**src/rtl/mc_ctrl.sv**
```systemverilog
// Multi-cycle MIPS control unit: Moore FSM that sequences the shared-memory
// datapath one step per clock and counts retired instructions.
module mc_ctrl #(
    parameter int CNT_W = 32
) (
    input  logic             clk_i,
    input  logic             reset_ni,
    input  logic [5:0]       opcode_i,
    input  logic [5:0]       funct_i,
    input  logic             zero_i,
    output logic             pc_en_o,
    output logic             ir_en_o,
    output logic             mem_we_o,
    output logic             rf_we_o,
    output logic             iord_o,
    output logic [1:0]       a3_sel_o,
    output logic [1:0]       wd_sel_o,
    output logic             alu_a_sel_o,
    output logic [1:0]       alu_b_sel_o,
    output logic [1:0]       ext_op_o,
    output logic [2:0]       alu_op_o,
    output logic [1:0]       pc_sel_o,
    output logic [3:0]       state_o,
    output logic             illegal_o,
    output logic [CNT_W-1:0] retired_o
);

    localparam logic [3:0] FETCH    = 4'd0;
    localparam logic [3:0] DECODE   = 4'd1;
    localparam logic [3:0] MEMADR   = 4'd2;
    localparam logic [3:0] MEMRD    = 4'd3;
    localparam logic [3:0] MEMWB    = 4'd4;
    localparam logic [3:0] MEMWR    = 4'd5;
    localparam logic [3:0] RTYPE_EX = 4'd6;
    localparam logic [3:0] ALUWB    = 4'd7;
    localparam logic [3:0] BEQ      = 4'd8;
    localparam logic [3:0] IMM_EX   = 4'd9;
    localparam logic [3:0] IMMWB    = 4'd10;
    localparam logic [3:0] JUMP     = 4'd11;

    localparam logic [5:0] OP_R   = 6'b000000;
    localparam logic [5:0] OP_LW  = 6'b100011;
    localparam logic [5:0] OP_SW  = 6'b101011;
    localparam logic [5:0] OP_BEQ = 6'b000100;
    localparam logic [5:0] OP_ORI = 6'b001101;
    localparam logic [5:0] OP_LUI = 6'b001111;
    localparam logic [5:0] OP_J   = 6'b000010;
    localparam logic [5:0] OP_JAL = 6'b000011;

    localparam logic [5:0] FN_NOP  = 6'b000000;
    localparam logic [5:0] FN_ADDU = 6'b100001;
    localparam logic [5:0] FN_SUBU = 6'b100011;
    localparam logic [5:0] FN_JR   = 6'b001000;

    localparam logic [2:0] ALU_ADD = 3'd0;
    localparam logic [2:0] ALU_SUB = 3'd1;
    localparam logic [2:0] ALU_OR  = 3'd2;

    logic [3:0]       state_q, state_d;
    logic [CNT_W-1:0] retired_q, retired_d;
    logic             retire;

    logic       isR, isRAlu, isJr, isNop;
    logic       pcEn, irEn, memWe, rfWe, iord, aluASel, illegal;
    logic [1:0] a3Sel, wdSel, aluBSel, extOp, pcSel;
    logic [2:0] aluOp;

    assign isR    = (opcode_i == OP_R);
    assign isRAlu = isR && ((funct_i == FN_ADDU) || (funct_i == FN_SUBU));
    assign isJr   = isR && (funct_i == FN_JR);
    assign isNop  = isR && (funct_i == FN_NOP);

    always_comb begin
        state_d = FETCH;
        retire  = 1'b0;
        unique case (state_q)
            FETCH:  state_d = DECODE;
            DECODE: begin
                if (opcode_i == OP_LW || opcode_i == OP_SW) begin
                    state_d = MEMADR;
                end else if (isRAlu) begin
                    state_d = RTYPE_EX;
                end else if (opcode_i == OP_BEQ) begin
                    state_d = BEQ;
                end else if (opcode_i == OP_ORI || opcode_i == OP_LUI) begin
                    state_d = IMM_EX;
                end else if (opcode_i == OP_J || opcode_i == OP_JAL || isJr) begin
                    state_d = JUMP;
                end else begin
                    state_d = FETCH;
                    retire  = isNop;
                end
            end
            MEMADR:   state_d = (opcode_i == OP_LW) ? MEMRD : MEMWR;
            MEMRD:    state_d = MEMWB;
            RTYPE_EX: state_d = ALUWB;
            IMM_EX:   state_d = IMMWB;
            MEMWB, MEMWR, ALUWB, BEQ, IMMWB, JUMP: begin
                state_d = FETCH;
                retire  = 1'b1;
            end
            default:  state_d = FETCH;
        endcase
    end

    assign retired_d = retire ? retired_q + CNT_W'(1) : retired_q;

    always_ff @(posedge clk_i or negedge reset_ni) begin
        if (!reset_ni) begin
            state_q   <= FETCH;
            retired_q <= '0;
        end else begin
            state_q   <= state_d;
            retired_q <= retired_d;
        end
    end

    // Moore decode; only BEQ (zero flag) and the data-dependent states look at inputs.
    always_comb begin
        pcEn    = 1'b0;
        irEn    = 1'b0;
        memWe   = 1'b0;
        rfWe    = 1'b0;
        iord    = 1'b0;
        a3Sel   = 2'd0;
        wdSel   = 2'd0;
        aluASel = 1'b0;
        aluBSel = 2'd0;
        extOp   = 2'd0;
        aluOp   = ALU_ADD;
        pcSel   = 2'd0;
        illegal = 1'b0;
        unique case (state_q)
            FETCH: begin
                irEn    = 1'b1;
                aluBSel = 2'd1;
                pcEn    = 1'b1;
            end
            DECODE: begin
                aluBSel = 2'd3;
                extOp   = 2'd1;
                illegal = !(opcode_i == OP_LW || opcode_i == OP_SW || isRAlu ||
                            opcode_i == OP_BEQ || opcode_i == OP_ORI ||
                            opcode_i == OP_LUI || opcode_i == OP_J ||
                            opcode_i == OP_JAL || isJr || isNop);
            end
            MEMADR: begin
                aluASel = 1'b1;
                aluBSel = 2'd2;
                extOp   = 2'd1;
            end
            MEMRD: iord = 1'b1;
            MEMWB: begin
                rfWe  = 1'b1;
                wdSel = 2'd1;
            end
            MEMWR: begin
                iord  = 1'b1;
                memWe = 1'b1;
            end
            RTYPE_EX: begin
                aluASel = 1'b1;
                aluOp   = (funct_i == FN_SUBU) ? ALU_SUB : ALU_ADD;
            end
            ALUWB: begin
                rfWe  = 1'b1;
                a3Sel = 2'd1;
            end
            BEQ: begin
                aluASel = 1'b1;
                aluOp   = ALU_SUB;
                pcSel   = 2'd1;
                pcEn    = zero_i;
            end
            IMM_EX: begin
                aluASel = 1'b1;
                aluBSel = 2'd2;
                aluOp   = ALU_OR;
                extOp   = (opcode_i == OP_LUI) ? 2'd2 : 2'd0;
            end
            IMMWB: rfWe = 1'b1;
            JUMP: begin
                pcEn = 1'b1;
                if (isJr) begin
                    pcSel = 2'd3;
                end else begin
                    pcSel = 2'd2;
                    if (opcode_i == OP_JAL) begin
                        rfWe  = 1'b1;
                        a3Sel = 2'd2;
                        wdSel = 2'd2;
                    end
                end
            end
            default: ;
        endcase
    end

    // Reset forces every strobe and select low even though state already reads FETCH.
    assign pc_en_o     = reset_ni & pcEn;
    assign ir_en_o     = reset_ni & irEn;
    assign mem_we_o    = reset_ni & memWe;
    assign rf_we_o     = reset_ni & rfWe;
    assign iord_o      = reset_ni & iord;
    assign a3_sel_o    = reset_ni ? a3Sel   : 2'd0;
    assign wd_sel_o    = reset_ni ? wdSel   : 2'd0;
    assign alu_a_sel_o = reset_ni & aluASel;
    assign alu_b_sel_o = reset_ni ? aluBSel : 2'd0;
    assign ext_op_o    = reset_ni ? extOp   : 2'd0;
    assign alu_op_o    = reset_ni ? aluOp   : 3'd0;
    assign pc_sel_o    = reset_ni ? pcSel   : 2'd0;
    assign illegal_o   = reset_ni & illegal;
    assign state_o     = state_q;
    assign retired_o   = retired_q;

endmodule

```
**config.mk**
```make
export PLATFORM = sky130hd
export DESIGN_NAME = mc_ctrl
export DESIGN_NICKNAME = d
export VERILOG_FILES = /design/src/rtl/mc_ctrl.sv
export SDC_FILE = /design/constraint.sdc
export NUM_CORES = 1
export LEC_CHECK = 0
export ABC_AREA = 1
export CORE_ASPECT_RATIO = 1.25
export CORE_UTILIZATION = 50
export CTS_BUF_LIST = sky130_fd_sc_hd__clkbuf_16
export CTS_CLUSTER_DIAMETER = 80
export DETAILED_ROUTE_END_ITERATION = 10
export PLACE_DENSITY = 0.85
export SLEW_MARGIN = 10
export SYNTH_ARGS = -nofsm -noshare
export SYNTH_HDL_FRONTEND = slang
export SYNTH_SLANG_ARGS = --single-unit
```
**constraint.sdc**
```tcl
create_clock -name clk_i -period 1.82 [get_ports clk_i]
set_clock_uncertainty 0.15 [all_clocks]
set_input_delay 0.182 -clock clk_i [delete_from_list [all_inputs] [get_ports clk_i]]
set_output_delay 0.182 -clock clk_i [all_outputs]
set_load 0.01 [all_outputs]
```
# Word-level counts from Yosys, hierarchy flattened
# Cells that the tools add are included.
[word_totals]
regBits = 36
in_bits = 15
out_inout_bits = 56
elab_cells = 97
[classes]
n_addsub = 1
n_eq_ne = 21
mux = 39
n_bitwise = 7
n_reduce_logical = 27
[ops]
columns = ["op", "count"]
rows = [
  ["adder 32 x 1 -> 32 bit (second input constant)", 1],
  ["== test 6 bit (second input constant)", 4],
  ["case mux 4 bit (6 select lines)", 1],
  ["two-way mux 4 bit", 5],
  ["== test 6 x 4 -> 1 bit (second input constant)", 3],
  ["== test 4 x 3 -> 1 bit (second input constant)", 4],
  ["== test 4 bit (second input constant)", 4],
  ["two-way mux 2 bit", 8],
  ["case mux 2 bit (2 select lines)", 4],
  ["two-way mux 1 bit", 14],
  ["logical OR 1 bit", 13],
  ["== test 6 x 2 -> 1 bit (second input constant)", 2],
  ["logical NOT 6 bit", 2],
  ["case mux 2 bit (3 select lines)", 2],
  ["== test 4 x 2 -> 1 bit (second input constant)", 2],
  ["OR reduction 2 bit", 4],
  ["AND 1 bit", 7],
  ["== test 6 x 3 -> 1 bit (second input constant)", 1],
  ["two-way mux 3 bit", 2],
  ["case mux 1 bit (2 select lines)", 3],
  ["OR reduction 6 bit", 1],
  ["== test 4 x 1 -> 1 bit (second input constant)", 1],
  ["logical NOT 4 bit", 1],
  ["OR reduction 4 bit", 1],
  ["3 further kinds", 5],
]

# Depth between registers and ports, before layout
[depth]
word_depth = 14
ltp_mapped = 10
mapped_depth_nobuf = 10

# Worst setup path before layout
# OpenSTA, ideal clock, no wires.
[synth_path]
kind = "reg-to-reg"
startpoint = "reg retired_q[0], in the netlist retired_o[0]"
endpoint = "reg retired_q[26], in the netlist retired_o[26]"
setup_time_ps = 117
arrival_ps = 1375
required_ps = 1553
slack_ps = 178
path_stages_with_launch = 11
n_path_buf = 0
synth_period_minus_slack_ps = 1642
cell_sequence = "dfrtp_1 -> ha_1 -> nand2_1 -> nor2_4 -> nand2_1 -> nor2_1 -> nand2_1 -> nand2_1 -> nand2_1 -> nand2_1 -> nand2_1"
[synth_between]
elab_chain_cells = 1
[synth_rtl]
columns = ["element", "line_no", "text"]
rows = [
  ["start, declared", "60", "logic [CNT_W-1:0] retired_q, retired_d;"],
  ["start signal, assigned", "114", "retired_q <= retired_d;"],
  ["adder 32 x 1 -> 32 bit", "106", "assign retired_d = retire ? retired_q + CNT_W'(1) : retired_q;"],
]
# Every way passes these cells.
# A chain may end at the register's enable or synchronous reset.

# Final worst setup path
[layout_path]
startpoint = "reg state_q[1], in the netlist state_o[1]"
endpoint = "reg retired_q[2], in the netlist retired_o[2]"
[layout_between]
elab_chain_cells = 3
word_cells_on_any_way = 9
cone_classes = "eq/ne (7); mux (1); reduce/logical (1)"
[layout_rtl]
columns = ["element", "line_no", "text"]
rows = [
  ["start, declared", "59", "logic [3:0] state_q, state_d;"],
  ["start signal, assigned", "113", "state_q <= state_d;"],
  ["== test 4 bit or == test 4 x 3 -> 1 bit (tied branches)", "76", "unique case (state_q)"],
  ["OR reduction 6 bit", "76", ""],
  ["case mux 1 bit (2 select lines) (*)", "76", ""],
]
# Every way passes the cells marked *; elsewhere a longest branch is shown, timed or not.

==> impl_results.md <==
* Status: finished with violations
* Failing checks: negative setup slack
* # rows at 29
* Number of diodes at 0
* Die area at 5780 µm²
* Post-DP HPWL at 6910 µm
* Worst Path Arrival at 1.97 ns
* Sequential share of the synthesized area at 32.9%
* H-Tree Depth at 2
* Clk pwr share at 25.7%
* Placeable core area at 5190 µm²
* Gate power share at 49.1%
* Drt pass-1 iters at 5
* Max_cap viols at 0
* Syn. warnings at 0
* Syn_nets at 466
* Final setup violation count at 18
* Synthesized area at 2740 µm²
* Share of power burned in registers at 25.2%
* Ports at 71
* Sw Pwr at 1.40 mW
* Post-layout minimum cycle time at 1.94 ns
* WS Path Type: reg2reg
* Static leakage at 2.05 nW
* Initial core utilization at 52.8%
* Post-synth cell types at 29
* P_int at 2.44 mW
* Syn avg cell area at 6.09 µm²
* Num CTS Buffers at 5
* Syn-to-layout area delta at 58.6%
* Hold Crit Endpoint: retired_o[5]$_DFFE_PN0P_
* Worst Hold Class: reg2reg
* Total GRT Usage at 38.1%
* CP max FO at 10
* Vias per Instance at 5.61
* Sw Share at 36.5%
* WP data required at 1.85 ns
* Worst vdd ir at 0.000812 V
* Via count at 3656
* Hold Path Origin: retired_o[5]$_DFFE_PN0P_
* Initial antenna violation count at 0
* Pins Over Slew Limit at 0
* R2r setup slk at -0.12 ns
* Reg2Reg Depth at 11
* Root Driver: clkbuf_16
* # clock sinks at 36
* Seq cells post-synth at 36
* Final Cycle Share at 107%
* RSZ-0062 raised after global routing: yes
* Peak Freq at 0.515 GHz
* FF-to-FF Start: state_o[1]$_DFF_PN0_
* Overall Power at 3.84 mW
* Clk_lat worst skew at 0.28 ns
* First-pass GRT wire length at 16700 µm
* Cell count of the worst hold path at 2
* Die Span X at 68.2 µm
* Vias in the first global route at 3604
* Final Hold Vio Count at 0
* IO buf count at 69
* Worst-path clk slew at 0.06 ns
* Max clock buf depth at 2
* Setup TNS at -0.743 ns
* RR Endpoint: retired_o[2]$_DFFE_PN0P_
* Pwr per Cell Area at 883 nW/µm²
* CP Capture Type: register
* Crit path launch: state_o[1]$_DFF_PN0_
* Cell count after synthesis at 450
* CTS tree: done
* Total wire length at 10600 µm
* Remaining antenna violation count at 0
* Overflow after GRT at 0
* Hold_ws at 0.408 ns
* GP Congestion at 0.939
* DR DRC count at 0
* Startpoint types: register
* Largest net degree at the start of global routing at 37
* Final core utilization at 83.8%
* Post-route setup slack at -0.121 ns
* Layout Nets at 605
* Die Span Y at 84.8 µm
* Per-cell routed wire length at 16.3 µm
* Share of cells above drive strength 1 at 27.8%
* DR iter-0 viols at 305
-- synthesized netlist by cell type --
| library cell | count | area share (%) |
|---|---|---|
| nand2_1 | 188 | 26 |
| nor2_1 | 71 | 9.7 |
| inv_1 | 44 | 6.0 |
| nand3_1 | 44 | 8.0 |
| dfrtp_1 | 36 | 33 |
| nand3b_1 | 9 | 2.5 |
| xor2_1 | 8 | 2.6 |
| nand4_1 | 6 | 1.4 |
| nor3_1 | 6 | 1.1 |
| a31oi_1 | 5 | 1.1 |
| nor2_4 | 4 | 1.6 |
| a21oi_1 | 3 | 0.55 |
| buf_4 | 3 | 0.82 |
| clkbuf_1 | 3 | 0.41 |
| buf_2 | 2 | 0.37 |
| buf_6 | 2 | 0.82 |
| inv_2 | 2 | 0.27 |
| o21ai_0 | 2 | 0.37 |
| xnor2_1 | 2 | 0.64 |
| a21boi_0 | 1 | 0.27 |
| a21oi_2 | 1 | 0.32 |
| and3_1 | 1 | 0.23 |
| conb_1 | 1 | 0.14 |
| ha_1 | 1 | 0.46 |
| nand2_2 | 1 | 0.23 |
| nand2_4 | 1 | 0.41 |
| nand3_4 | 1 | 0.64 |
| o21ai_1 | 1 | 0.18 |
| o22ai_1 | 1 | 0.23 |
-- how the worst max path moves through the flow --
stage                                endpoint  slack, ns  cells past startpoint
finish               retired_o[2]$_DFFE_PN0P_      -0.12                     11
global route         retired_o[2]$_DFFE_PN0P_      -0.18                     11
CTS                                   rf_we_o      -0.13                      6
detailed placement                  illegal_o      -0.48                      8
global placement                    illegal_o      -0.41                      8
floorplan           retired_o[26]$_DFFE_PN0P_       0.18                     10
-- sequential cells by signal, indices dropped and copies added (netlist names) --
name	cells
state_o	4
retired_o	32
-- power by group through the flow --
stage	clock [mW]	combinational [mW]	sequential [mW]
global route	1.02	2.00	0.976
detailed placement	0	1.36	0.962
finish	0.988	1.88	0.967
floorplan	0	0.605	0.988
global placement	0	1.33	0.956
CTS	0.983	1.77	0.952
-- through the flow --
step | cell area [µm²] | worst slack [ns] | instances
after floorplan | 2740 | 0.178 | 450
after global placement | 3850 | -0.409 | 623
after detailed placement | 3850 | -0.477 | 623
after CTS | 4290 | -0.130 | 648
after global routing | 4350 | -0.180 | 652
final | 4350 | -0.121 | 652
-- kinds of logic (layout without fill, tap and decap cells) --
logic type / after synthesis / in the layout / share of synthesized area, %
buffers and inverters: 56 / 196 / 8.72
xor gates and xnor gates: 10 / 10 / 3.20
other: 1 / 1 / 0.137
adders and majority gates: 1 / 1 / 0.456
and+or+nand+nor: 332 / 332 / 51.6
DFF: 36 / 36 / 32.9
AOI/OAI and AO/OA: 14 / 14 / 3.06
-- final cells by class --
type	count	area (µm²)
Tap cell	62	77.6
Multi-Input combinational cell	358	1780
Inverter	46	175
Timing Repair Buffer	142	1240
Sequential cell	36	906
Fill cell	327	841
Clock inverter	3	38.8
Clock buffer	5	125
-- critical path: stages, from the launching register on --
cell and delay (ns):
dfrtp_2 0.45, buf_6 0.14, inv_4 0.05, nand2_4 0.05, buf_6 0.13, nor2_4 0.11, buf_6 0.12, nand3_4 0.10
nand2_8 0.13, buf_12 0.14, nor2_1 0.05, a21oi_2 0.21
-- cell usage in the layout (no fill, tap or decap), types with 2 or more instances in the layout --
| cell type | n |
|---|---|
| a21oi_2 | 3 |
| a31oi_1 | 5 |
| buf_12 | 5 |
| buf_2 | 13 |
| buf_4 | 59 |
| buf_6 | 9 |
| clkbuf_16 | 5 |
| clkbuf_2 | 6 |
| clkdlybuf4s50_1 | 47 |
| dfrtp_1 | 32 |
| dfrtp_2 | 4 |
| inv_1 | 37 |
| inv_2 | 9 |
| nand2_1 | 171 |
| nand2_2 | 16 |
| nand2_4 | 2 |
| nand3_1 | 41 |
| nand3_2 | 3 |
| nand3b_1 | 9 |
| nand4_1 | 6 |
| nor2_1 | 56 |
| nor2_2 | 12 |
| nor2_4 | 7 |
| nor3_1 | 3 |
| nor3_2 | 2 |
| xnor2_1 | 2 |
| xor2_1 | 7 |
-- metal layers --
metal	share of wire, %	vias up	track usage [%]
li1	-	1681	-
met3	6.6	64	6.79
met5	0	-	0
met1	35	1670	40.8
met2	52	241	67.1
met4	6.0	0	21.4
-- timing repair --
| item | in CTS | in global routing |
|---|---|---|
| pin swaps | 15 | 22 |
| buffers inserted | 13 | 7 |
| setup endpoints to repair | 49 | 51 |
| resized for setup | 92 | 56 |
| hold endpoints to repair | 36 | 0 |
| cloned | 3 | 0 |
| hold buffers | 1 | 0 |
(Power assumes the default switching activity.)
